File: config.mk
export PLATFORM = sky130hd
export DESIGN_NAME = video_frame_fetch
export DESIGN_NICKNAME = d
export VERILOG_FILES = /design/src/rtl/video_pkg.sv /design/src/rtl/video_burst_credit.sv /design/src/rtl/video_frame_fetch.sv
export SDC_FILE = /design/constraint.sdc
export NUM_CORES = 1
export LEC_CHECK = 0
export CORE_AREA = 10 10 128 188
export CTS_BUF_LIST = sky130_fd_sc_hd__clkbuf_4 sky130_fd_sc_hd__clkbuf_8
export DETAILED_ROUTE_END_ITERATION = 16
export DIE_AREA = 0 0 138 198
export PLACE_DENSITY = 0.79
export REMOVE_ABC_BUFFERS = 1
export SETUP_SLACK_MARGIN = 0.5
export SYNTH_ARGS = -nofsm -noshare
export SYNTH_HDL_FRONTEND = slang
export SYNTH_SLANG_ARGS = --single-unit
File: constraint.sdc
create_clock -name clk -period 4.5 [get_ports clk]
set_clock_uncertainty 0.2 [all_clocks]
set_input_delay 0.675 -clock clk [delete_from_list [all_inputs] [get_ports clk]]
set_output_delay 0.675 -clock clk [all_outputs]
set_load 0.1 [all_outputs]
File: src/rtl/video_pkg.sv
// Shared definitions for the video frame fetch block: FSM encoding,
// common frame geometries and a small arithmetic helper.
package video_pkg;

  typedef enum logic [1:0] {
    ST_IDLE  = 2'd0,
    ST_ARMED = 2'd1,
    ST_ISSUE = 2'd2,
    ST_DRAIN = 2'd3
  } fetch_state_t;

  localparam int H_WORDS_540  = 960;
  localparam int V_LINES_540  = 540;
  localparam int H_WORDS_1080 = 1920;
  localparam int V_LINES_1080 = 1080;

  function automatic logic [31:0] min_u32(input logic [31:0] a, input logic [31:0] b);
    return (a < b) ? a : b;
  endfunction

endpackage

File: src/rtl/video_burst_credit.sv
// Tracks words requested from memory but not yet returned, and decides whether
// a burst of 'len' words still fits in the pixel FIFO once everything in
// flight has landed.
module video_burst_credit #(
  parameter int FIFO_DEPTH = 512,
  parameter int FIFO_AW    = 9
) (
  input  logic               clk,
  input  logic               reset_n,
  input  logic [FIFO_AW-1:0] fifo_used,
  input  logic [7:0]         len,
  input  logic               issue_ack,
  input  logic               rd_valid,
  output logic [FIFO_AW:0]   outstanding,
  output logic               credit_ok
);

  // Wide enough that fill + in-flight + a full burst can never wrap.
  localparam int SW = FIFO_AW + 10;

  logic [SW-1:0] demand;

  assign demand    = SW'(fifo_used) + SW'(outstanding) + SW'(len);
  assign credit_ok = (demand <= SW'(FIFO_DEPTH));

  // Accepted bursts add their length; every returned word retires one.
  always_ff @(posedge clk or negedge reset_n) begin
    if (!reset_n) begin
      outstanding <= '0;
    end else begin
      outstanding <= outstanding
                     + (issue_ack ? (FIFO_AW+1)'(len) : '0)
                     - (rd_valid  ? (FIFO_AW+1)'(1)   : '0);
    end
  end

endmodule

File: src/rtl/video_frame_fetch.sv
// Frame fetch DMA master: on each VSync reads one frame from memory, line by
// line, in bursts that never cross a line and never overrun the pixel FIFO.
//
// state | meaning
// IDLE  | nothing armed; waits for start or continuous re-arm
// ARMED | frame armed; waits for vsync_edge
// ISSUE | issuing bursts for the current frame
// DRAIN | all bursts accepted; waiting for the last words to return
module video_frame_fetch
  import video_pkg::*;
#(
  parameter int H_WORDS    = 960,
  parameter int V_LINES    = 540,
  parameter int BURST_MAX  = 64,
  parameter int FIFO_DEPTH = 512,
  parameter int FIFO_AW    = 9
) (
  input  logic               clk,
  input  logic               reset_n,
  input  logic [31:0]        cfg_base_addr,
  input  logic [15:0]        cfg_stride,
  input  logic               cfg_enable,
  input  logic               cfg_continuous,
  input  logic               start,
  input  logic               vsync_edge,
  input  logic               m_waitrequest,
  input  logic [31:0]        m_readdata,
  input  logic               m_readdatavalid,
  output logic [31:0]        m_address,
  output logic               m_read,
  output logic [7:0]         m_burstcount,
  input  logic [FIFO_AW-1:0] fifo_used,
  output logic               fifo_wr_en,
  output logic [31:0]        fifo_wr_data,
  output logic               busy,
  output logic               frame_done,
  output logic               late_frame,
  output logic [15:0]        frame_count
);

  localparam int WW = $clog2(H_WORDS + 1);
  localparam int LW = (V_LINES > 1) ? $clog2(V_LINES + 1) : 1;

  fetch_state_t      state;
  logic [31:0]       line_base;
  logic [15:0]       stride;
  logic [WW-1:0]     word_idx;
  logic [LW-1:0]     line_idx;

  logic [WW-1:0]     remain;
  logic [7:0]        len;
  logic [7:0]        credit_len;
  logic              accept;
  logic              rd_valid;
  logic              line_end;
  logic              last_line;
  logic              credit_ok;
  logic [FIFO_AW:0]  outstanding;

  assign remain     = WW'(H_WORDS) - word_idx;
  assign len        = 8'(min_u32(32'(remain), 32'(BURST_MAX)));
  // While a request is pending its own length is what gets booked on acceptance.
  assign credit_len = m_read ? m_burstcount : len;
  assign accept     = m_read && !m_waitrequest;
  // Data returning outside a frame (e.g. after a reset mid-frame) is dropped.
  assign rd_valid   = m_readdatavalid && busy;
  assign line_end   = (32'(word_idx) + 32'(m_burstcount)) == 32'(H_WORDS);
  assign last_line  = (line_idx == LW'(V_LINES - 1));

  assign fifo_wr_en   = rd_valid;
  assign fifo_wr_data = m_readdata;

  video_burst_credit #(
    .FIFO_DEPTH (FIFO_DEPTH),
    .FIFO_AW    (FIFO_AW)
  ) u_credit (
    .clk         (clk),
    .reset_n     (reset_n),
    .fifo_used   (fifo_used),
    .len         (credit_len),
    .issue_ack   (accept),
    .rd_valid    (rd_valid),
    .outstanding (outstanding),
    .credit_ok   (credit_ok)
  );

  // Frame sequencing, burst issue and status outputs, all registered.
  always_ff @(posedge clk or negedge reset_n) begin
    if (!reset_n) begin
      state        <= ST_IDLE;
      line_base    <= '0;
      stride       <= '0;
      word_idx     <= '0;
      line_idx     <= '0;
      m_read       <= 1'b0;
      m_address    <= '0;
      m_burstcount <= '0;
      busy         <= 1'b0;
      frame_done   <= 1'b0;
      late_frame   <= 1'b0;
      frame_count  <= '0;
    end else begin
      frame_done <= 1'b0;
      late_frame <= vsync_edge && busy;
      case (state)
        ST_IDLE: begin
          if (start || (cfg_continuous && cfg_enable)) state <= ST_ARMED;
        end
        ST_ARMED: begin
          if (vsync_edge) begin
            line_base <= cfg_base_addr;
            stride    <= cfg_stride;
            word_idx  <= '0;
            line_idx  <= '0;
            busy      <= 1'b1;
            state     <= ST_ISSUE;
            // Nothing is in flight here and word_idx is already 0, so the
            // first burst can be requested without waiting a cycle.
            if (credit_ok) begin
              m_read       <= 1'b1;
              m_address    <= cfg_base_addr;
              m_burstcount <= len;
            end
          end
        end
        ST_ISSUE: begin
          if (m_read) begin
            if (!m_waitrequest) begin
              m_read <= 1'b0;
              if (line_end) begin
                word_idx  <= '0;
                line_base <= line_base + {16'h0000, stride};
                line_idx  <= line_idx + 1'b1;
                if (last_line) state <= ST_DRAIN;
              end else begin
                word_idx <= word_idx + WW'(m_burstcount);
              end
            end
          end else if (credit_ok) begin
            m_read       <= 1'b1;
            m_address    <= line_base + 32'({word_idx, 2'b00});
            m_burstcount <= len;
          end
        end
        ST_DRAIN: begin
          if (outstanding == '0) begin
            frame_done  <= 1'b1;
            busy        <= 1'b0;
            frame_count <= frame_count + 16'd1;
            state       <= (cfg_continuous && cfg_enable) ? ST_ARMED : ST_IDLE;
          end
        end
        default: state <= ST_IDLE;
      endcase
    end
  end

endmodule

==> impl_metrics.tcl <==
set metrics [dict create \
    status "complete, but fails checks" \
    violations "setup timing" \
    worst_pin_slew_ns 0.993 \
    cp-startpoint "fifo_used[0]" \
    criticalPathCategory "input port to register" \
    hpwl_mm 20.9 \
    yosysUniqueCellTypes 74 \
    final_cell_mix "139 x dfrtp_1, 123 x clkdlybuf4s50_1, 105 x nand2_1" \
    yosysWarnings 0 \
    final_core_util_pct 61.0 \
    clock.fmax_mhz 211 \
    cts_tree "yes" \
    dr.pass1.iters 5 \
    grt-ovfl-total 0 \
    final_cell_count_no_fill 1552 \
    num_vias 8753 \
    track_usage_pct 20.9 \
    maxCapViolCount 0 \
    r2r-start "word_idx[3]" \
    n_fill_cell 1764 \
    synth_ff_type "dfrtp_1" \
    ios 190 \
    async_flop_share_pct 100 \
    ys_seq_area_share_pct 34.4 \
    clkTransAtPathRegs_ns 0.08 \
    initial_core_util_pct 48.9 \
    period_minus_slack_ns 4.74 \
    cts-root-buf "clkbuf_8" \
    synth_edf_count 0 \
    hold_slack_ns 0.0194 \
    dpl.cell_count 1501 \
    nNetsFinal 1453 \
    n_antenna_cell 0 \
    vias_per_cell 5.64 \
    drc_errors 0 \
    hold_viol_final 0 \
    yosysTopAreaCellShare_pct 34.4 \
    grt_pass1_wl_mm 47.0 \
    cellLeakagePower_nw 5.72 \
    final_common_cell "dfrtp_1" \
    core_mm2 0.0208 \
    slew_viol_final 0 \
    cts_buffers 17 \
    r2r_slack_ns -0.21 \
    critPathLaunchType "input port" \
    stdcell_area_mm2 0.0127 \
    layout_setup_ws_ns -0.239 \
    endpoint "m_address[17]" \
    grt_antenna_before_repair 0 \
    hold_path_class "input port to async pin" \
    antenna_left 0 \
    drtIter0Drc 631 \
    place_congestion 0.944 \
    insertion_delay_ns 0.47 \
    synth_largest_area_cell "dfrtp_1" \
    critPathCaptureType "register" \
    period_share_pct 105 \
    drive_above_1_share_pct 16.0 \
    cts_max_path_buffers 2 \
    syn_area_mm2 0.0102 \
    wl_per_cell_um 18.7 \
    grt_max_degree 80 \
    p_per_area_mw_per_mm2 798 \
    syn_inst 1116 \
    rsz0062_at_grt "yes" \
    cp_max_fo 5 \
    vdd_drop_max_v 0.000636 \
    fp.dieW_um 138 \
    r2r_cells 23 \
    setup_violations 39 \
    cts_sinks 140 \
    area_growth_pct 24.9 \
    r2r-end "m_address[17]" \
    dp_slack_ns -0.619 \
    synth_area_leaders "dfrtp_1 34%, ha_1 9.5%, xnor2_1 4.7%" \
    row_count 65 \
    wl_mm 29.1 \
    fp.dieH_um 198 \
    arrival_ns 4.88 \
    critPathRequiredTime_ns 4.64 \
    placed_area_mm2 0.0118 \
    relSlewSlack_pct 33.6 \
    ys_seq_elements 140 \
    port_buffers 125 \
    htree_levels 4 \
    design.die.area_mm2 0.0273 \
    avgSynthCellArea_um2 9.11 \
    grt_pass1_vias 9188 \
]
## cell type report
| type | instances | area [um2] | area share, % |
|---|---|---|---|
| clock buffers | 23 | 304 | 2.39 |
| clock inverters | 7 | 113 | 0.886 |
| inverters | 69 | 259 | 2.04 |
| multi-input cells | 836 | 6180 | 48.7 |
| flip-flops and latches | 140 | 3500 | 27.6 |
| well taps | 268 | 335 | 2.64 |
| repair buffers | 209 | 2010 | 15.8 |
## layer usage
layer  global-route usage (%)  wire (um)
met1                     23.5      11600
met5                     1.49         36
met3                     5.42       1780
met2                     36.5      14800
met4                     8.57        890
## synth_stat cells, types with 11 or more instances
| cell type | instances |
|---|---|
| dfrtp_1 | 140 |
| and2_1 | 11 |
| or3_1 | 12 |
| xnor2_1 | 55 |
| nor2_1 | 86 |
| nand2_1 | 106 |
| o21ai_0 | 55 |
| a21oi_1 | 73 |
| nand4_1 | 17 |
| buf_4 | 33 |
| a21o_1 | 14 |
| o21a_1 | 16 |
| and3_1 | 11 |
| nand3_1 | 23 |
| ha_1 | 77 |
| mux2_2 | 27 |
| mux2_1 | 32 |
| clkbuf_1 | 31 |
| xor2_1 | 41 |
| nor2b_1 | 23 |
| inv_1 | 69 |
| mux2i_1 | 13 |
## where the power goes
group	internal, mW	total (mW)	leakage (nW)	switching (mW)
clock	0.611	1.12	0.214	0.504
combinational	2.84	6.83	3.77	3.99
sequential	1.74	2.19	1.74	0.456
## worst max-delay path: stages
cell and delay (ns):
clkdlybuf4s50_1 0.42, ha_1 0.24, fa_1 0.40, a21oi_1 0.21, o21bai_1 0.10, xor2_1 0.16
ha_1 0.33, buf_4 0.14, o21a_1 0.18, o31ai_4 0.10, a21oi_2 0.16, buf_4 0.13
o211a_1 0.15, nand4_1 0.08, a211o_1 0.23, a31o_1 0.21, a211oi_4 0.20, buf_6 0.21
buf_12 0.12, buf_16 0.11, mux2_4 0.29
## flip-flops by register name (all words and copies together) (netlist names)
signal / cells
state: 2
line_idx: 10
m_address: 32
word_idx: 10
busy: 1
u_credit.outstanding: 10
stride: 16
frame_done: 1
line_base: 32
frame_count: 16
m_read: 1
m_burstcount: 8
late_frame: 1
## what timing repair did
item | in CTS | in global routing
endpoints found under the setup margin | 41 | 46
hold buffers | 0 | 0
pin swaps | 20 | 8
resized for setup | 46 | 9
cloned | 4 | 0
setup buffers | 15 | 2
## stage by stage
stage                     TNS [ns]  power [mW]
after floorplan             -29.38        6.63
after global placement      -18.34        8.11
after detailed placement    -22.95        8.30
after CTS                    -4.80        10.0
after global routing        -16.66        10.8
final                        -6.67        10.1
## cell families (layout without fill, tap and decap cells)
kind of cell	after synthesis	in the layout	synth area share, %
AND/OR/NAND/NOR	337	337	16.3
AO/OA/AOI/OAI	248	248	15.9
flip-flops	140	140	34.4
buffers and inverters	140	308	6.69
XOR/XNOR	96	96	8.27
adder cells (fa/ha/maj)	83	83	10.7
multiplexers	72	72	7.81
## how the worst min path moves through the flow
| stage | end | slack (ns) | cells past startpoint |
|---|---|---|---|
| 6_report | frame_count[10] | 0.02 | 1 |
| 3_5_place_dp | m_address[30] | 0.28 | 1 |
| 3_3_place_gp | m_address[22] | 0.27 | 1 |
| 5_1_grt | frame_count[11] | 0.07 | 1 |
| 2_1_floorplan | busy | 0.18 | 0 |
| 4_1_cts | frame_count[10] | 0.05 | 1 |
(Power assumes the default switching activity.)
